$ cat src/rtl/bin_to_bcd_converter.sv
// ============================================================================
// Module      : bin_to_bcd_converter
// Description : Sequential double-dabble binary to 4-digit BCD converter,
//               saturating at 9999 with an overflow flag.
// Revision    : 1.0 - initial release
// ============================================================================
`default_nettype none

module bin_to_bcd_converter #(
   parameter int WIDTH = 14
) (
   input  logic             Clk,
   input  logic             Reset,
   input  logic             Start,
   input  logic [WIDTH-1:0] Binary,
   output logic             Busy,
   output logic             Done,
   output logic             Overflow,
   output logic [3:0]       BCD3,
   output logic [3:0]       BCD2,
   output logic [3:0]       BCD1,
   output logic [3:0]       BCD0
);

   localparam int CNT_W = $clog2(WIDTH + 1);

   localparam logic [0:0] ST_IDLE  = 1'b0;
   localparam logic [0:0] ST_SHIFT = 1'b1;

   logic [0:0]          r_state;
   logic [0:0]          w_next_state;
   logic [CNT_W-1:0]    r_count;
   logic [WIDTH-1:0]    r_operand;
   logic [15:0]         r_scratch;
   logic                r_ovf_pending;

   logic                w_accept;
   logic                w_final;
   logic                w_ovf;
   logic [WIDTH-1:0]    w_load;
   logic [15:0]         w_adj;
   logic [WIDTH+15:0]   w_shifted;

   assign w_accept = (r_state == ST_IDLE) && Start;
   assign w_final  = (r_state == ST_SHIFT) && (r_count == CNT_W'(1));

   // Narrow inputs can never exceed 9999, so the compare only exists when it can fire.
   generate
      if (WIDTH >= 14) begin : g_sat
         localparam logic [WIDTH-1:0] C_MAX = WIDTH'(9999);
         assign w_ovf  = (Binary > C_MAX);
         assign w_load = w_ovf ? C_MAX : Binary;
      end else begin : g_no_sat
         assign w_ovf  = 1'b0;
         assign w_load = Binary;
      end
   endgenerate

   generate
      for (genvar i = 0; i < 4; i++) begin : g_nib
         assign w_adj[4*i +: 4] = (r_scratch[4*i +: 4] >= 4'd5) ?
                                  (r_scratch[4*i +: 4] + 4'd3) :
                                  r_scratch[4*i +: 4];
      end
   endgenerate

   assign w_shifted = {w_adj, r_operand} << 1;

   // State register
   always_ff @(posedge Clk) begin
      if (Reset) begin
         r_state <= ST_IDLE;
      end else begin
         r_state <= w_next_state;
      end
   end

   // Next-state logic
   always_comb begin
      w_next_state = r_state;
      case (r_state)
         ST_IDLE:  if (Start)   w_next_state = ST_SHIFT;
         ST_SHIFT: if (w_final) w_next_state = ST_IDLE;
         default:               w_next_state = ST_IDLE;
      endcase
   end

   // Output logic
   always_comb begin
      Busy = (r_state == ST_SHIFT);
   end

   always_ff @(posedge Clk) begin
      if (Reset) begin
         r_count       <= '0;
         r_operand     <= '0;
         r_scratch     <= '0;
         r_ovf_pending <= 1'b0;
         Done          <= 1'b0;
         Overflow      <= 1'b0;
         BCD3          <= 4'd0;
         BCD2          <= 4'd0;
         BCD1          <= 4'd0;
         BCD0          <= 4'd0;
      end else begin
         Done <= 1'b0;
         if (w_accept) begin
            r_operand     <= w_load;
            r_ovf_pending <= w_ovf;
            r_scratch     <= '0;
            r_count       <= CNT_W'(WIDTH);
         end else if (r_state == ST_SHIFT) begin
            r_scratch <= w_shifted[WIDTH +: 16];
            r_operand <= w_shifted[WIDTH-1:0];
            r_count   <= r_count - CNT_W'(1);
            if (w_final) begin
               BCD3     <= w_shifted[WIDTH+12 +: 4];
               BCD2     <= w_shifted[WIDTH+8  +: 4];
               BCD1     <= w_shifted[WIDTH+4  +: 4];
               BCD0     <= w_shifted[WIDTH    +: 4];
               Overflow <= r_ovf_pending;
               Done     <= 1'b1;
            end
         end
      end
   end

endmodule

`default_nettype wire

$ cat config.mk
export PLATFORM = sky130hd
export DESIGN_NAME = bin_to_bcd_converter
export DESIGN_NICKNAME = d
export VERILOG_FILES = /design/src/rtl/bin_to_bcd_converter.sv
export SDC_FILE = /design/constraint.sdc
export NUM_CORES = 1
export LEC_CHECK = 0
export BUFFER_PORTS_ARGS = -buffer_cell sky130_fd_sc_hd__buf_4
export CELL_PAD_IN_SITES_DETAIL_PLACEMENT = 1
export CELL_PAD_IN_SITES_GLOBAL_PLACEMENT = 1
export CORE_MARGIN = 1.5
export CORE_UTILIZATION = 46
export CTS_CLUSTER_DIAMETER = 150
export DETAILED_ROUTE_END_ITERATION = 6
export GPL_ROUTABILITY_DRIVEN = 0
export PLACE_DENSITY_LB_ADDON = 0.05
export SYNTH_ARGS = -nofsm -noshare
export SYNTH_HDL_FRONTEND = slang
export SYNTH_SLANG_ARGS = --single-unit
$ cat constraint.sdc
create_clock -name Clk -period 4.6 [get_ports Clk]
set_clock_uncertainty 0.1 [all_clocks]
set_input_delay 0.92 -clock Clk [delete_from_list [all_inputs] [get_ports Clk]]
set_output_delay 0.92 -clock Clk [all_outputs]
set_load 0.01 [all_outputs]
==> metrics.txt <==
status finished clean; Setup CP Type register to output pin; met3 usage 0.03713; Seq/Total Area, Yosys 0.4386; vias in the first global route 2090; grt ovf 0; number of routed nets with antenna violations 0; Setup-failing EPs final 0; Post-CTS Resized 0; Async SR Flop Fraction 0; most numerous cell on the critical path buf_4; Initial Utilization 0.4796; Layout area overhead 15.28%; # hold bufs at CTS 0; CP arrival 1.28 ns; max_cap viols 0; TritonCTS clock tree yes; worst-path cell chain buf_4 > buf_4; Synth cell types 34; initial antenna violation count 0; Syn Inst Count ~280; drt drc 0; crit path time final around 2.3 ns; Longest Clk Path Bufs 2; setup_tns 0 ns; drt pass-1 iters 4; slowest cell on the critical path buf_4; largest net degree at the start of global routing 45; layout cells sized above 1 0.1774; Detailed Route WL 5881 um; main flop type after synthesis dfxtp_1; initial DRC count 101; die footprint 5806 um2; most frequent cells in the layout dfxtp_1, buf_4, nor2_1; diodes inserted 0; GRT Total Usage 0.2134; postcts setup bufs 0; critical path's top delay family buffers and inverters; Reg clk slew, reported paths about 0.090 ns; Final nets approximately 340; Worst VDD drop ~0.00016 V; Clock Sink Count 54; Ys Warns 0; die height about 76 um; DP Wirelength around 4000 um; IO Pins 36; CP Launch Type register; met2 Use GR 0.3625; per-cell routed wire length between 15 and 20 um; RSZ-0062 raised after global routing false; syn nets between 300 and 400; Slew HR 0.6071; routed vias/inst around 5.5; highest clock rate between 0.4 and 0.5 GHz; Max H-tree Level 2; leak pwr about 1.1 nW; worst-skew pair later-pin latency a little over 0.3 ns; met1 usage 0.2757; worst hold-check path type register to register; Final Non-Filler Cells between 300 and 400; CP Max Fanout 44; Clock Root Buffer clkbuf_8; Final Hold Viols 0; worst endpoint required time roughly 3.6 ns; slowest stage delay, CP about 0.4 ns; # placed instances around 370; TritonCTS buffer count 5; Syn Area/Cell 8.741 um2; flops & latches, synth 54; Row Count 26; CORE AREA between 5000 and 6000 um2; Setup crit end kind output pin; I/O Buffers 35; final period utilization 0.5002; width of the die between 70 and 80 um; Vias about 2100; most common cell after layout, fill and taps aside dfxtp_1; first-pass GRT wire length 10030 um; Syn Std Cell Area ~2500 um2; most used routing layer met2; EDFF count, synth 0; Slew Viols, Final 0; PwrDens a little over 300 nW/um2; Bufs and invs on worst path 2; worst slew pin tran between 0.5 and 0.6 ns
==> per-layer routing <==
layer / part of all wire / vias up
li1: - / 1047
met1: 0.47 / 1026
met2: 0.50 / 25
met3: 0.023 / 6
met4: 0.011 / 0
met5: 0 / -
==> tightest hold or removal path: stages, from the launching register on <==
cell and delay, ns:
dfxtp_1 0.34, nand2_1 0.06, a21oi_1 0.05
==> sequential cells by signal, indices dropped and copies added, names as in the netlist <==
signal,count
r_count,4
r_ovf_pending,1
BCD0,4
BCD3,4
r_operand,14
r_scratch,16
Done,1
BCD1,4
Busy,1
BCD2,4
Overflow,1
==> path summary, 6_finish.rpt <==
check | start | endpoint | slack, ns | depth (start not counted)
worst max-delay path | Busy | Busy | 2.30 | 2
worst min register to register | r_scratch[15] | r_scratch[15] | 0.39 | 2
worst max register to register | Busy | BCD0[1] | 2.68 | 5
worst min-delay path | r_scratch[15] | r_scratch[15] | 0.39 | 2
==> stage by stage <==
stage / instance area, um2 / setup slack, ns / hold slack [ns] / total power, W / utilization
3_5_place_dp: 2750 / 2.328 / 0.3717 / 0.0006230 / 0.5351
5_1_grt: 2841 / 2.223 / 0.4132 / 0.0009292 / 0.5528
2_1_floorplan: 2465 / 2.568 / 0.3340 / 0.0005867 / -
4_1_cts: 2841 / 2.282 / 0.3856 / 0.0008970 / 0.5528
3_3_place_gp: 2750 / 2.386 / 0.3569 / 0.0006186 / 0.5351
6_report: 2841 / 2.299 / 0.3893 / 0.0008847 / 0.5528
==> kinds of logic (layout without fill, tap and decap cells) <==
family	count (synthesis)	in the layout	share of synthesized area
simple gates	90	90	0.1792
buf+inv	31	59	0.05381
compound gates	76	76	0.1939
flops	54	54	0.4386
xor+xnor	7	7	0.02487
mux	14	14	0.05888
fa+ha+maj	10	10	0.05076
==> power breakdown <==
part / switching (W) / internal, W / total, W / leakage [nW]
logic: 0.0000645 / 0.0000470 / 0.000111 / 0.585
clock network: 0.000150 / 0.000122 / 0.000272 / 0.0482
registers: 0.0000147 / 0.000486 / 0.000501 / 0.440
==> synthesized netlist by cell type (all sizes together) (8+ instances only) <==
master	number	area share
ha	10	0.051
dfxtp	54	0.44
a211oi	10	0.037
nand2b	14	0.036
clkbuf	10	0.015
a21oi	22	0.045
o21ai	18	0.037
nor2	30	0.046
o22ai	16	0.041
nor3	8	0.016
mux2i	10	0.041
inv	14	0.021
nand2	20	0.030
==> cell type report <==
class / instances / area (um2)
Fill cell: 653 / 2298
Multi-Input combinational cell: 197 / 1251
Sequential cell: 54 / 1081
Timing Repair Buffer: 37 / 277.8
Tap cell: 70 / 87.58
Clock buffer: 7 / 86.33
Inverter: 14 / 52.55
Clock inverter: 1 / 5.005
Power figures use the tool's default switching activity.
